==> src/rtl/rtn_addr_stack.sv <==
`default_nettype none
//==============================================================================
// Module   : rtn_addr_stack
// Purpose  : Return-address stack for the 8-bit RISC core. A CALL pushes the
//            link address and a RET pops it. The top entry is always presented
//            on return_addr, so the PC can load it on the same edge that
//            retires the pop.
//
// Parameters:
//   DEPTH  number of entries (power of two, 2..16)
//   AW     address width (matches the PC width)
//
// Ports:
//   clk          in   1              system clock, rising edge
//   reset        in   1              asynchronous reset, active low
//   push         in   1              store push_addr as the new top
//   pop          in   1              discard the current top
//   push_addr    in   AW             link address to store (PC+1 of the CALL)
//   clr_err      in   1              clear both sticky error flags
//   return_addr  out  AW             current top entry, 0 when empty
//   depth_cnt    out  clog2(DEPTH)+1 number of valid entries
//   empty        out  1              depth_cnt == 0
//   full         out  1              depth_cnt == DEPTH
//   ovfl_err     out  1              sticky: a push hit a full stack
//   unfl_err     out  1              sticky: a pop hit an empty stack
//
// Build option:
//   RTN_STACK_WRAP_EN  when defined, a push on a full stack overwrites the
//                      oldest entry; when undefined, that push is dropped.
//                      ovfl_err is set in both builds.
//
// Revision : 1.0  initial release
//==============================================================================
module rtn_addr_stack #(
  parameter int DEPTH = 8,
  parameter int AW    = 8
) (
  input  logic                     clk,
  input  logic                     reset,
  input  logic                     push,
  input  logic                     pop,
  input  logic [AW-1:0]            push_addr,
  input  logic                     clr_err,
  output logic [AW-1:0]            return_addr,
  output logic [$clog2(DEPTH):0]   depth_cnt,
  output logic                     empty,
  output logic                     full,
  output logic                     ovfl_err,
  output logic                     unfl_err
);

  // Index width and count width. The count needs one extra bit so that it
  // can represent DEPTH itself.
  localparam int PW = $clog2(DEPTH);
  localparam int CW = PW + 1;

  localparam logic [CW-1:0] FULL_CNT = CW'(DEPTH);
  localparam logic [CW-1:0] CNT_ONE  = CW'(1);
  localparam logic [PW-1:0] TOS_ONE  = PW'(1);

  //--------------------------------------------------------------------------
  // State
  //--------------------------------------------------------------------------
  // Entry storage is deliberately left without reset; an entry is only ever
  // observed after it has been written, because count gates return_addr.
  logic [AW-1:0] mem [DEPTH];
  logic [PW-1:0] tos;
  logic [CW-1:0] count;
  logic          ovfl_q;
  logic          unfl_q;

  //--------------------------------------------------------------------------
  // Request decode (all from the registered state, never from outputs)
  //--------------------------------------------------------------------------
  logic          has_data;
  logic          is_full;
  logic          replace;     // push+pop on a non-empty stack
  logic          push_req;    // push that behaves as a plain push
  logic          pop_req;     // pop that actually removes an entry
  logic          push_adv;    // push that advances tos and writes tos+1
  logic          cnt_inc;     // push that grows the count
  logic          ovfl_evt;
  logic          unfl_evt;
  logic [PW-1:0] tos_inc;
  logic [PW-1:0] tos_dec;
  logic          wr_en;
  logic [PW-1:0] wr_idx;

  assign has_data = (count != '0);
  assign is_full  = (count == FULL_CNT);

  // A simultaneous push and pop on a non-empty stack is a tail-call: the
  // top is replaced in place. On an empty stack there is nothing to pop,
  // so the pair degrades to a plain push and no underflow is reported.
  assign replace  = push & pop & has_data;
  assign push_req = push & ~replace;
  assign pop_req  = pop & ~push & has_data;
  assign unfl_evt = pop & ~push & ~has_data;
  assign ovfl_evt = push_req & is_full;

`ifdef RTN_STACK_WRAP_EN
  // Full push still advances tos; since tos wraps modulo DEPTH, tos+1 is
  // the slot of the oldest entry, which is overwritten. Count saturates.
  assign push_adv = push_req;
  assign cnt_inc  = push_req & ~is_full;
`else
  // Full push is dropped entirely: tos, count and storage all hold.
  assign push_adv = push_req & ~is_full;
  assign cnt_inc  = push_adv;
`endif

  // DEPTH is a power of two, so plain PW-bit arithmetic wraps modulo DEPTH.
  assign tos_inc = tos + TOS_ONE;
  assign tos_dec = tos - TOS_ONE;

  assign wr_en  = replace | push_adv;
  assign wr_idx = replace ? tos : tos_inc;

  //--------------------------------------------------------------------------
  // Storage write
  //--------------------------------------------------------------------------
  always_ff @(posedge clk) begin
    if (wr_en) begin
      mem[wr_idx] <= push_addr;
    end
  end

  //--------------------------------------------------------------------------
  // Control and status registers
  //--------------------------------------------------------------------------
  always_ff @(posedge clk or negedge reset) begin
    if (!reset) begin
      tos   <= '0;
      count <= '0;
    end else begin
      if (push_adv) begin
        tos <= tos_inc;
      end else if (pop_req) begin
        tos <= tos_dec;
      end

      if (cnt_inc) begin
        count <= count + CNT_ONE;
      end else if (pop_req) begin
        count <= count - CNT_ONE;
      end
    end
  end

  // Sticky error flags. A new error event takes priority over clr_err so an
  // event arriving in the clearing cycle is never lost.
  always_ff @(posedge clk or negedge reset) begin
    if (!reset) begin
      ovfl_q <= 1'b0;
      unfl_q <= 1'b0;
    end else begin
      if (ovfl_evt) begin
        ovfl_q <= 1'b1;
      end else if (clr_err) begin
        ovfl_q <= 1'b0;
      end

      if (unfl_evt) begin
        unfl_q <= 1'b1;
      end else if (clr_err) begin
        unfl_q <= 1'b0;
      end
    end
  end

  //--------------------------------------------------------------------------
  // Outputs: pure functions of registers, no combinational path from
  // push/pop, so the PC sees a stable return address for the whole cycle.
  //--------------------------------------------------------------------------
  assign return_addr = has_data ? mem[tos] : '0;
  assign depth_cnt   = count;
  assign empty       = ~has_data;
  assign full        = is_full;
  assign ovfl_err    = ovfl_q;
  assign unfl_err    = unfl_q;

endmodule
`default_nettype wire

==> config.mk <==
export PLATFORM = sky130hd
export DESIGN_NAME = rtn_addr_stack
export DESIGN_NICKNAME = d
export VERILOG_FILES = /design/src/rtl/rtn_addr_stack.sv
export SDC_FILE = /design/constraint.sdc
export NUM_CORES = 1
export LEC_CHECK = 0
export BUFFER_PORTS_ARGS = -buffer_cell sky130_fd_sc_hd__buf_4
export CAP_MARGIN = 20
export CORE_AREA = 3 3 66 99
export DETAILED_ROUTE_END_ITERATION = 10
export DIE_AREA = 0 0 69 102
export PLACE_DENSITY_LB_ADDON = 0.2
export SYNTH_ARGS = -nofsm -noshare
export SYNTH_HDL_FRONTEND = slang
export SYNTH_SLANG_ARGS = --single-unit
==> constraint.sdc <==
create_clock -name clk -period 5.2 [get_ports clk]
set_input_delay 1.56 -clock clk [delete_from_list [all_inputs] [get_ports clk]]
set_output_delay 1.56 -clock clk [all_outputs]
set_load 0.01 [all_outputs]
# Word-level counts from Yosys, hierarchy flattened
# Memories as Yosys holds them, arrays and structs flattened.
# Index checks and enable logic that the tools add are counted.
# op_classes
add_sub_neg	4
n_eq_ne	1
mux	11
bitwise	13
reduce_logical	4
# op_table
operator	n
3-bit 2-to-1 mux	3
1-bit AND	8
4-bit 2-to-1 mux	2
8-bit 2-to-1 mux	1
2-bit nonzero test	3
1-bit 2-to-1 mux	5
4-bit by 1-bit adder with 4-bit output (second input constant)	1
4-bit equality test (second input constant)	1
1-bit NOT	4
4-bit nonzero test	1
4-bit by 1-bit subtractor with 4-bit output (second input constant)	1
3-bit by 1-bit adder with 3-bit output (second input constant)	1
3-bit by 1-bit subtractor with 3-bit output (second input constant)	1
1-bit bitwise OR	1
# totals
output_inout_bits	16
wordCells	38
memories	1
input_bits	13
ff_bits	9
ramBits	64
# mem_list
memory	words	width	rd	rd_ports_with_merged_regs	wr	line	source
mem	8	8	1	0	1	66	logic [AW-1:0] mem [DEPTH];

# Logic depth before layout (Yosys ltp)
# Gate-level depths: netlist (run 1).
# logic_depth
word_depth	8
ltp_mapped	9
mapped_depth_nobuf	8

# Worst setup path before layout (run 1)
# No wires, ideal clock.
# synth_timing
path_type	in2reg
start	input pop
end	register count[3], in the netlist depth_cnt[3]
setup_slack_ps	2181
arrival_time_ps	2939
stages	9
required_ps	5120
path_buffers	1
setup_ps	80
path_cell_list	o31ai_1 -> and3_1 -> buf_6 -> inv_1 -> ha_1 -> a21o_1 -> a21oi_1 -> mux2i_1 -> xnor2_1
# synth_via
elab_chain_len	6
word_cells_on_any_way	9
classes_between	1 x mux; 7 x bitwise; 1 x reduce/logical
# synth_rtl
item	line	source
start, declared	41	input logic pop,
1-bit AND (2 in a row)	95	assign replace = push & pop & has_data;
1-bit NOT	96	assign push_req = push & ~replace;
1-bit AND	96	
1-bit AND	108	assign push_adv = push_req & ~is_full;
4-bit 2-to-1 mux or 2-bit nonzero test (tied branches)	n/a	
end signal, assigned	143	count <= count + CNT_ONE;
end signal, assigned	145	count <= count - CNT_ONE;
end, declared	68	logic [CW-1:0] count;
# Parallel ways exist; a longest one is shown, timed or not.
# A chain may end at the register's enable or synchronous reset.

# Worst setup path after layout (run 1)
# layout_timing
start	register tos[1]
end	output return_addr[4]
# layout_via
elab_chain_len	2
# layout_rtl
item	line	source
start, declared	67	logic [PW-1:0] tos;
start signal, assigned	137	tos <= tos_inc;
start signal, assigned	139	tos <= tos_dec;
memory read 8 x 8 bit	n/a	
8-bit 2-to-1 mux	175	assign return_addr = has_data ? mem[tos] : '0;
end, declared	44	output logic [AW-1:0] return_addr,
# Every way passes these cells.

==> run summary, run 1 <==
Status - completed
Sequential fraction of the synthesis area - 0.688
Gate power share - 0.375
Tightest Hold Check Type - register to register
Hold buffer count at cts - 0
Skew final - 0.00971 ns
I/O Pins - 29
Worst slew pin tran - 1.02 ns
Mapped Nets - 202
Slew HR - 0.318
Top_reg_cell synth - edfxtp_1
Endpoints failing hold - 0
Routed Antenna Nets - 0
Clk buf depth - 2
Layout Nets - 237
Count of cell types in the netlist - 42
Hold depth - 1
Area leader, netlist - edfxtp_1
Pwr dens - 600 nW/um^2
Largest net degree at the start of global routing - 23
Horiz. Die Dim - 69 um
YS warnings - 0
CP Data Arrival Time - 2.13 ns
WHS - 0.531 ns
Crit end category - output port
Routed WL - 6360 um
Overall routing resource usage - 0.197
CTS buffer count - 9
Seq cells post-synth - 73
CP Class - register to output port
Clock Root Buffer - clkbuf_8
Post-synthesis async set-or-reset flop share - 0.123
Share of layout cells above drive strength 1 - 0.317
Die Area - 7040 um^2
Switching Fraction - 0.334
Reg2reg end - mem[7][2]
Antenna diodes - 0
Wire length per cell - 21.5 um
Most frequent cell after synthesis - edfxtp_1
Max cap viols - 0
Worst hold path endpoint - depth_cnt[3]
Int Pwr - 1.45 mW
TritonCTS clock tree - yes
First-pass GRT wire length - 10,100 um
Area grow syn2layout - 15.8%
Initial Utilization - 0.540
Worst-path maximum fanout - 22
Syn avg cell area - 17.0 um^2
Synth Instances - 184
Port Buffer Count - 28
Clock share of power - 0.217
DRC violations left - 0
Initial antenna violation count - 0
Crit path launch - tos[1]
First drt pass iteration count - 5
Cell depth of the worst flop-to-flop path - 5
R2R Setup Slk - 2.10 ns
Worst-path clk slew - 0.07 ns
Yosys top cell area share - 0.615
Part of the cycle the worst path needs - 0.710
NetSw - 725 uW
Clock sink total - 73
Std cell rows - 34
Hold Crit Start - depth_cnt[3]
Worst endpoint required time - 3.64 ns
Top post-synthesis cells by area - edfxtp_1, mux4_2, dfrtp_1
Fin crit period - 3.69 ns
R2R Path Start - tos[1]
Placeable Area - 5790 um^2
Setup tns final - 0 ns
GPL Wtd Cong - 0.794
Pwr Total - 2.17 mW
Peak VDD IR - 0.328 mV
Final Setup Violations - 0
Flop pwr share - 0.408
Slew Viols, Final - 0
Post-CTS setup buffer count - 0
Worst skew pair latency - 0.34 ns
DP HPWL - 4250 um
EDFF count, synth - 64
Via count - 1,747
Die extent in y - 102 um
Max Fclk - 271 MHz
CTS H-tree lvls - 3
Pleak - 1.30 nW
Via density - 5.90
Vias in the first global route - 1,817
RSZ-0062 raised after global routing - no
Element type at the critical path start - register
Post-CTS resize count - 0
Synth Cell Area - 3120 um^2
Post-synth top cells - edfxtp_1, mux4_2, nand2_1, a21oi_1
Iteration-0 DRC Markers - 118
Grt total ovfl - 0
[per-stage QoR]
stage / cells / setup WS (ns) / cell area [um^2] / utilization
after floorplan: 184 / 2.18 / 3120 / -
after global placement: 280 / 1.65 / 3410 / 0.589
after detailed placement: 280 / 1.61 / 3410 / 0.589
after CTS: 296 / 1.48 / 3620 / 0.625
after global routing: 296 / 1.36 / 3620 / 0.625
final: 296 / 1.51 / 3620 / 0.625
[worst max-delay path, stage by stage (launching register included)]
cell     delay [ns]
dfrtp_1        1.00
mux4_2         0.37
nand2_1        0.06
a21oi_1        0.21
buf_4          0.16
[cells by family after synthesis]
kind of cell               Yosys count  synth area share
buffers and inverters               16            0.0236
muxes                               20             0.131
and+or+nand+nor                     39            0.0633
xor gates and xnor gates             5            0.0140
adders and majority gates            5            0.0224
AOI/OAI and AO/OA                   26            0.0577
DFF                                 73             0.688
[flip-flops by register name, indices dropped and copies added, names as in the netlist]
name	cells
ovfl_err	1
tos	3
mem	64
unfl_err	1
depth_cnt	4
[routing by layer]
layer / GRT usage / vias to the layer above / routed length, um
met2: 0.342 / 61 / 3530
met5: 0 / - / 0
met3: 0.0492 / 8 / 285
met4: 0.0857 / 0 / 84
met1: 0.233 / 893 / 2460
li1: - / 785 / -
[cell type report]
cell class              count  area (um^2)
fillers                   455         2170
flip-flops and latches     73         2150
multi-input cells          95          902
repair buffers             31          233
clock buffers              10          128
well taps                  72         90.1
clock inverters             6         82.6
inverters                   9         33.8
[worst max-delay path by stage]
stage,cells past startpoint,end,slack (ns)
final,4,return_addr[4],1.51
after detailed placement,6,mem[3][7],1.61
after CTS,4,return_addr[4],1.48
after global placement,6,mem[3][7],1.65
after global routing,4,return_addr[4],1.36
after floorplan,9,depth_cnt[3],2.18
[cell usage in the layout (no fill, tap or decap), types with 2 or more instances in the layout]
master / instances
edfxtp_1: 64
buf_4: 31
mux4_2: 16
nand2_1: 16
a21oi_1: 11
nor2_1: 9
clkbuf_8: 9
dfrtp_1: 9
inv_1: 7
xnor2_1: 4
ha_1: 4
nor3_1: 3
clkinv_2: 3
nor2b_1: 2
nand3_1: 2
o221ai_1: 2
o31a_1: 2
mux2i_1: 2
mux2_4: 2
o22ai_1: 2
bufinv_16: 2
[power by group through the flow]
stage	clock, mW	sequential [mW]	combinational [mW]
after floorplan	0	0.839	0.582
after CTS	0.475	0.887	0.824
final	0.470	0.886	0.815
after global placement	0	0.888	0.792
after global routing	0.503	0.906	0.888
after detailed placement	0	0.900	0.820
No activity file was read; power rests on OpenSTA's default activity.
==> run 2: changes to the inputs <==
- ABC_AREA: not set -> 1
- CORE_AREA: 3 3 66 99 -> 3 3 67 101
- DIE_AREA: 0 0 69 102 -> 0 0 70 104
- clock period: 5.2 -> 3.6 ns (I/O delays scaled with it)
==> run 2 against run 1 <==
Against the previous run: core utilization is 0.20 points lower; cell count is 36% higher; routed wire length is 4.8% higher; clock skew is 0.0043 ns lower; design area is 4.1% higher; first-iteration DRC count is 23% lower; critical path depth is 4 higher; clock power is 49% higher; register-to-register slack worse by 1.2 ns; flip-flop and latch count stayed put; die area is 3.4% higher; critical endpoint is now return_addr[3]; highest routed layer unchanged.
==> run summary, run 2 <==
Status - completed
Worst-path clk slew - 0.07 ns
Std cell rows - 35
GPL Wtd Cong - 0.765
Hold depth - 2
Placeable Area - 6040 um^2
First drt pass iteration count - 4
Post-CTS resize count - 0
Vias in the first global route - 2,098
Count of cell types in the netlist - 31
Cell depth of the worst flop-to-flop path - 7
Antenna diodes - 0
GRT met3 Usage - 0.0580
Part of the cycle the worst path needs - 0.866
Max cap viols - 0
Routed WL - 6660 um
Top post-synthesis cells by area - edfxtp_1, nor2_1, dfrtp_1
Largest register FFs - 64
Area grow syn2layout - 15.9%
Layout Nets - 341
Synth Cell Area - 3250 um^2
Mapped Nets - 305
Setup tns final - 0 ns
Via count - 2,170
Port Buffer Count - 28
Crit-path max cell delay - 0.63 ns
Endpoints failing hold - 0
Clock share of power - 0.208
Most frequent cell after synthesis - nor2_1
CTS H-tree lvls - 3
RSZ-0062 raised after global routing - no
Via density - 5.40
Flop pwr share - 0.377
DRC violations left - 0
Initial antenna violation count - 0
NetSw - 1.28 mW
Worst skew pair latency - 0.34 ns
Global route hottest layer - met2
CP Data Arrival Time - 2.04 ns
Most flops, register - mem
Most frequent cells in the layout - nor2_1, edfxtp_1, buf_4, nand2_1, o21ai_0
Grt met1 use - 0.218
Met2 GRT Util - 0.312
Die Area - 7280 um^2
Critical-path top delay cell - dfrtp_1
I/O Pins - 29
Synth Instances - 287
YS warnings - 0
Post-synthesis async set-or-reset flop share - 0.123
Skew final - 0.00544 ns
Setup WS post-layout - 0.483 ns
Peak VDD IR - 0.565 mV
Routed Antenna Nets - 0
Crit end category - output port
Sequential fraction of the synthesis area - 0.661
Clk buf depth - 2
Cell Chain, Critical Path - buf_4 > nor2_1 > nor2_1 > o21ai_1 > o211ai_1 > nand2_1 > nor2_1 > buf_4
Tightest Hold Check Type - register to register
Slew Viols, Final - 0
Yosys top cell area share - 0.591
Pleak - 1.48 nW
Fin crit period - 3.12 ns
Clock sink total - 73
Int Pwr - 2.09 mW
Buf/Inv on CP - 2
Max Fclk - 321 MHz
Gate power share - 0.415
Crit path max-delay family - flip-flops
Slew HR - 0.499
Post-CTS setup buffer count - 0
Hold buffer count at cts - 0
Grt total ovfl - 0
Filler instances - 498
Clock Root Buffer - clkbuf_8
Wire length per cell - 16.6 um
Seq cells post-synth - 73
Worst endpoint required time - 2.52 ns
Crit-path most repeated cell - nor2_1
Largest net degree at the start of global routing - 35
DP HPWL - 4290 um
Switching Fraction - 0.380
First-pass GRT wire length - 10,300 um
CTS buffer count - 9
Post-synth top cells - nor2_1, edfxtp_1, nand2_1, o21ai_0, inv_1
Element type at the critical path start - register
Final Setup Violations - 0
Top_reg_cell synth - edfxtp_1
Crit path depth - 8
Overall routing resource usage - 0.192
Dpl ws - 0.533 ns
CP Class - register to output port
Commonest non-fill, non-tap cell in the layout - nor2_1
EDFF count, synth - 64
Worst slew pin tran - 0.751 ns
Die extent in y - 104 um
Pwr dens - 896 nW/um^2
Initial Utilization - 0.538
Syn avg cell area - 11.3 um^2
Area leader, netlist - edfxtp_1
Horiz. Die Dim - 70 um
Iteration-0 DRC Markers - 91
TritonCTS clock tree - yes
Worst-path maximum fanout - 25
Share of layout cells above drive strength 1 - 0.213
## run 2: cell types whose count changed after synthesis, moves of 4 or more
cell      delta
a21oi_1     -10
buf_2        +5
inv_1        +6
mux4_2      -16
nand2_1     +16
nand2_2      +7
nor2_1      +57
o211ai_1     +7
o21ai_0     +29
o21ai_1      +7
o22ai_1      +6
xnor2_1      -4
## run 2: worst paths after layout
kind / from / endpoint / slack [ns]
worst max-delay path: tos[0] / return_addr[3] / 0.48
worst max register to register: depth_cnt[1] / mem[4][2] / 0.94
min in group asynchronous: reset / depth_cnt[3] / 0.55
worst min register to register: unfl_err / unfl_err / 0.54
worst min-delay path: unfl_err / unfl_err / 0.54
max in group asynchronous: reset / unfl_err / 2.91
## run 2: through the flow
step	power [mW]	std cells	hold WS [ns]	area, um^2	util
final	3.37	402	0.542	3760	0.623
after global routing	3.61	402	0.528	3760	0.623
after CTS	3.40	402	0.533	3760	0.623
after detailed placement	2.70	386	0.534	3550	0.587
after global placement	2.67	386	0.518	3550	0.587
after floorplan	2.20	287	0.549	3250	-
## run 2: cell type report
type | count | area (um^2) | area share
tap | 74 | 92.6 | 0.0246
sequential | 73 | 2150 | 0.570
clock inverter | 5 | 77.6 | 0.0206
inverter | 17 | 66.3 | 0.0176
timing repair buffer | 39 | 293 | 0.0778
multi-input combinational | 183 | 947 | 0.252
clock buffer | 11 | 141 | 0.0376
## run 2: worst register-to-register path, stage by stage, from the launching register on
cell	delay [ns]
dfrtp_1	0.46
nor2_2	0.17
nand2_2	0.23
nand2_2	0.35
nand3_2	0.24
nand2_1	0.17
nand2_2	0.09
nor2_1	0.58
## run 2: routing by layer
metal | share of wire | up-vias
li1 | - | 1055
met1 | 0.40 | 1048
met2 | 0.52 | 51
met3 | 0.044 | 16
met4 | 0.027 | 0
met5 | 0 | -
## run 2: cells by family after synthesis
group           after synthesis  share of synthesized area
buf+inv                      31                     0.0477
flops                        73                      0.661
xor+xnor                      6                     0.0208
simple gates                117                      0.151
fa+ha+maj                     5                     0.0216
compound gates               55                     0.0986
## run 2: power groups by stage
| stage | registers (mW) | logic [mW] | clock network, mW |
|---|---|---|---|
| floorplan | 1.23 | 0.970 | 0 |
| global placement | 1.28 | 1.39 | 0 |
| detailed placement | 1.29 | 1.41 | 0 |
| CTS | 1.27 | 1.42 | 0.714 |
| global route | 1.29 | 1.56 | 0.751 |
| finish | 1.27 | 1.40 | 0.702 |
==> run 3: changes to the inputs <==
- BUFFER_PORTS_ARGS: -buffer_cell sky130_fd_sc_hd__buf_4 -> -buffer_cell sky130_fd_sc_hd__buf_2
==> run 3 against run 2 <==
Against the previous run: sequential share of layout area rose by 1.2 points; critical path depth is the same; via count increased by 0.23%; highest routed layer unchanged; combinational power fell by 3%.
==> run summary, run 3 (synthesis results as in run 2) <==
Grt met1 use - 0.223
CTS H-tree lvls - 3
I/O Pins - 29
Antenna diodes - 0
CP Data Arrival Time - 1.85 ns
Cell depth of the worst flop-to-flop path - 7
Commonest non-fill, non-tap cell in the layout - nor2_1
Std cell rows - 35
Worst endpoint required time - 2.52 ns
Iteration-0 DRC Markers - 102
Clk buf depth - 2
Max Fclk - 342 MHz
GPL Wtd Cong - 0.795
R2R Path Start - depth_cnt[1]
First drt pass iteration count - 4
Fin crit period - 2.93 ns
Port Buffer Count - 28
Area grow syn2layout - 13.4%
GRT met3 Usage - 0.0571
Worst-path maximum fanout - 35
Peak VDD IR - 0.399 mV
Largest register FFs - 64
Skew final - 0.00477 ns
WHS - 0.528 ns
Initial antenna violation count - 0
Met2 GRT Util - 0.323
CP Capture Point - return_addr[3]
Clock sink total - 73
Largest net degree at the start of global routing - 36
DRC violations left - 0
Pleak - 1.46 nW
Reg2reg end - mem[4][4]
Vias in the first global route - 2,226
Max cap viols - 0
Pwr dens - 891 nW/um^2
TritonCTS clock tree - yes
RSZ-0062 raised after global routing - no
Global route hottest layer - met2
Pwr Total - 3.28 mW
Slew Viols, Final - 0
R2R Setup Slk - 1.02 ns
Final Setup Violations - 0
Part of the cycle the worst path needs - 0.813
CTS buffer count - 9
Crit path launch - tos[0]
Worst slew pin tran - 0.748 ns
Initial Utilization - 0.538
Setup tns final - 0 ns
Worst skew pair latency - 0.34 ns
Status - completed
Most frequent cells in the layout - nor2_1, edfxtp_1, nand2_1, o21ai_0, buf_2
Clock Root Buffer - clkbuf_8
Share of layout cells above drive strength 1 - 0.210
Overall routing resource usage - 0.196
Slew HR - 0.501
Placeable Area - 6040 um^2
Wire length per cell - 16.4 um
Endpoints failing hold - 0
Layout Nets - 341
DP HPWL - 4170 um
Hold buffer count at cts - 0
Post-CTS setup buffer count - 0
Routed Antenna Nets - 0
Horiz. Die Dim - 70 um
Post-CTS resize count - 0
Routed WL - 6610 um
Worst-path clk slew - 0.07 ns
Die Area - 7280 um^2
Die extent in y - 104 um
Grt total ovfl - 0
Via count - 2,175
Via density - 5.41
First-pass GRT wire length - 10,700 um
CP Class - register to output port
Crit end category - output port
Most flops, register - mem
Element type at the critical path start - register
Tightest Hold Check Type - register to register
run 3: cell count changes in the layout (fill, tap and decap cells not counted):
cell and delta:
buf_2 +28, buf_4 -28, clkbuf_8 -1, clkinv_1 +1
run 3: area by class of cell:
type | count | area [um^2]
Clock buffer | 10 | 128
Clock inverter | 6 | 81.3
Fill cell | 503 | 2360
Inverter | 17 | 66.3
Multi-Input combinational cell | 183 | 947
Sequential cell | 73 | 2150
Tap cell | 74 | 92.6
Timing Repair Buffer | 39 | 223
run 3: power breakdown:
part           internal, mW  total (mW)  switching, mW  leakage (nW)
logic                 0.474        1.36          0.883         0.659
clock network         0.387       0.678          0.291         0.106
registers              1.14        1.25          0.110         0.693
total                  2.00        3.28           1.28          1.46
run 3: through the flow:
step | utilization | setup slack [ns] | instance area [um^2] | std cells
after floorplan | - | 1.19 | 3250 | 287
after global placement | 0.575 | 0.594 | 3480 | 386
after detailed placement | 0.575 | 0.564 | 3480 | 386
after CTS | 0.610 | 0.660 | 3680 | 402
after global routing | 0.610 | 0.489 | 3680 | 402
final | 0.610 | 0.673 | 3680 | 402
run 3: worst min path at each step:
stage | from | endpoint | slack, ns | cells after the start
final | unfl_err | unfl_err | 0.53 | 2
after global routing | reset | depth_cnt[0] | 0.57 | 1
after CTS | unfl_err | unfl_err | 0.53 | 2
after detailed placement | unfl_err | unfl_err | 0.52 | 2
after global placement | unfl_err | unfl_err | 0.51 | 2
after floorplan | ovfl_err | ovfl_err | 0.55 | 2
run 3: critical path: stages, from the launching register on:
cell and delay (ns):
dfrtp_1 0.39, buf_4 0.37, nor2_1 0.10, nor2_1 0.11, o21ai_1 0.07, o211ai_1 0.11
nand2_1 0.07, nor2_1 0.12, buf_2 0.15
run 3: layer usage:
layer	wire (um)	up-vias
met5	0	-
met4	214	0
met3	257	16
met2	3440	63
met1	2700	1040
li1	-	1056
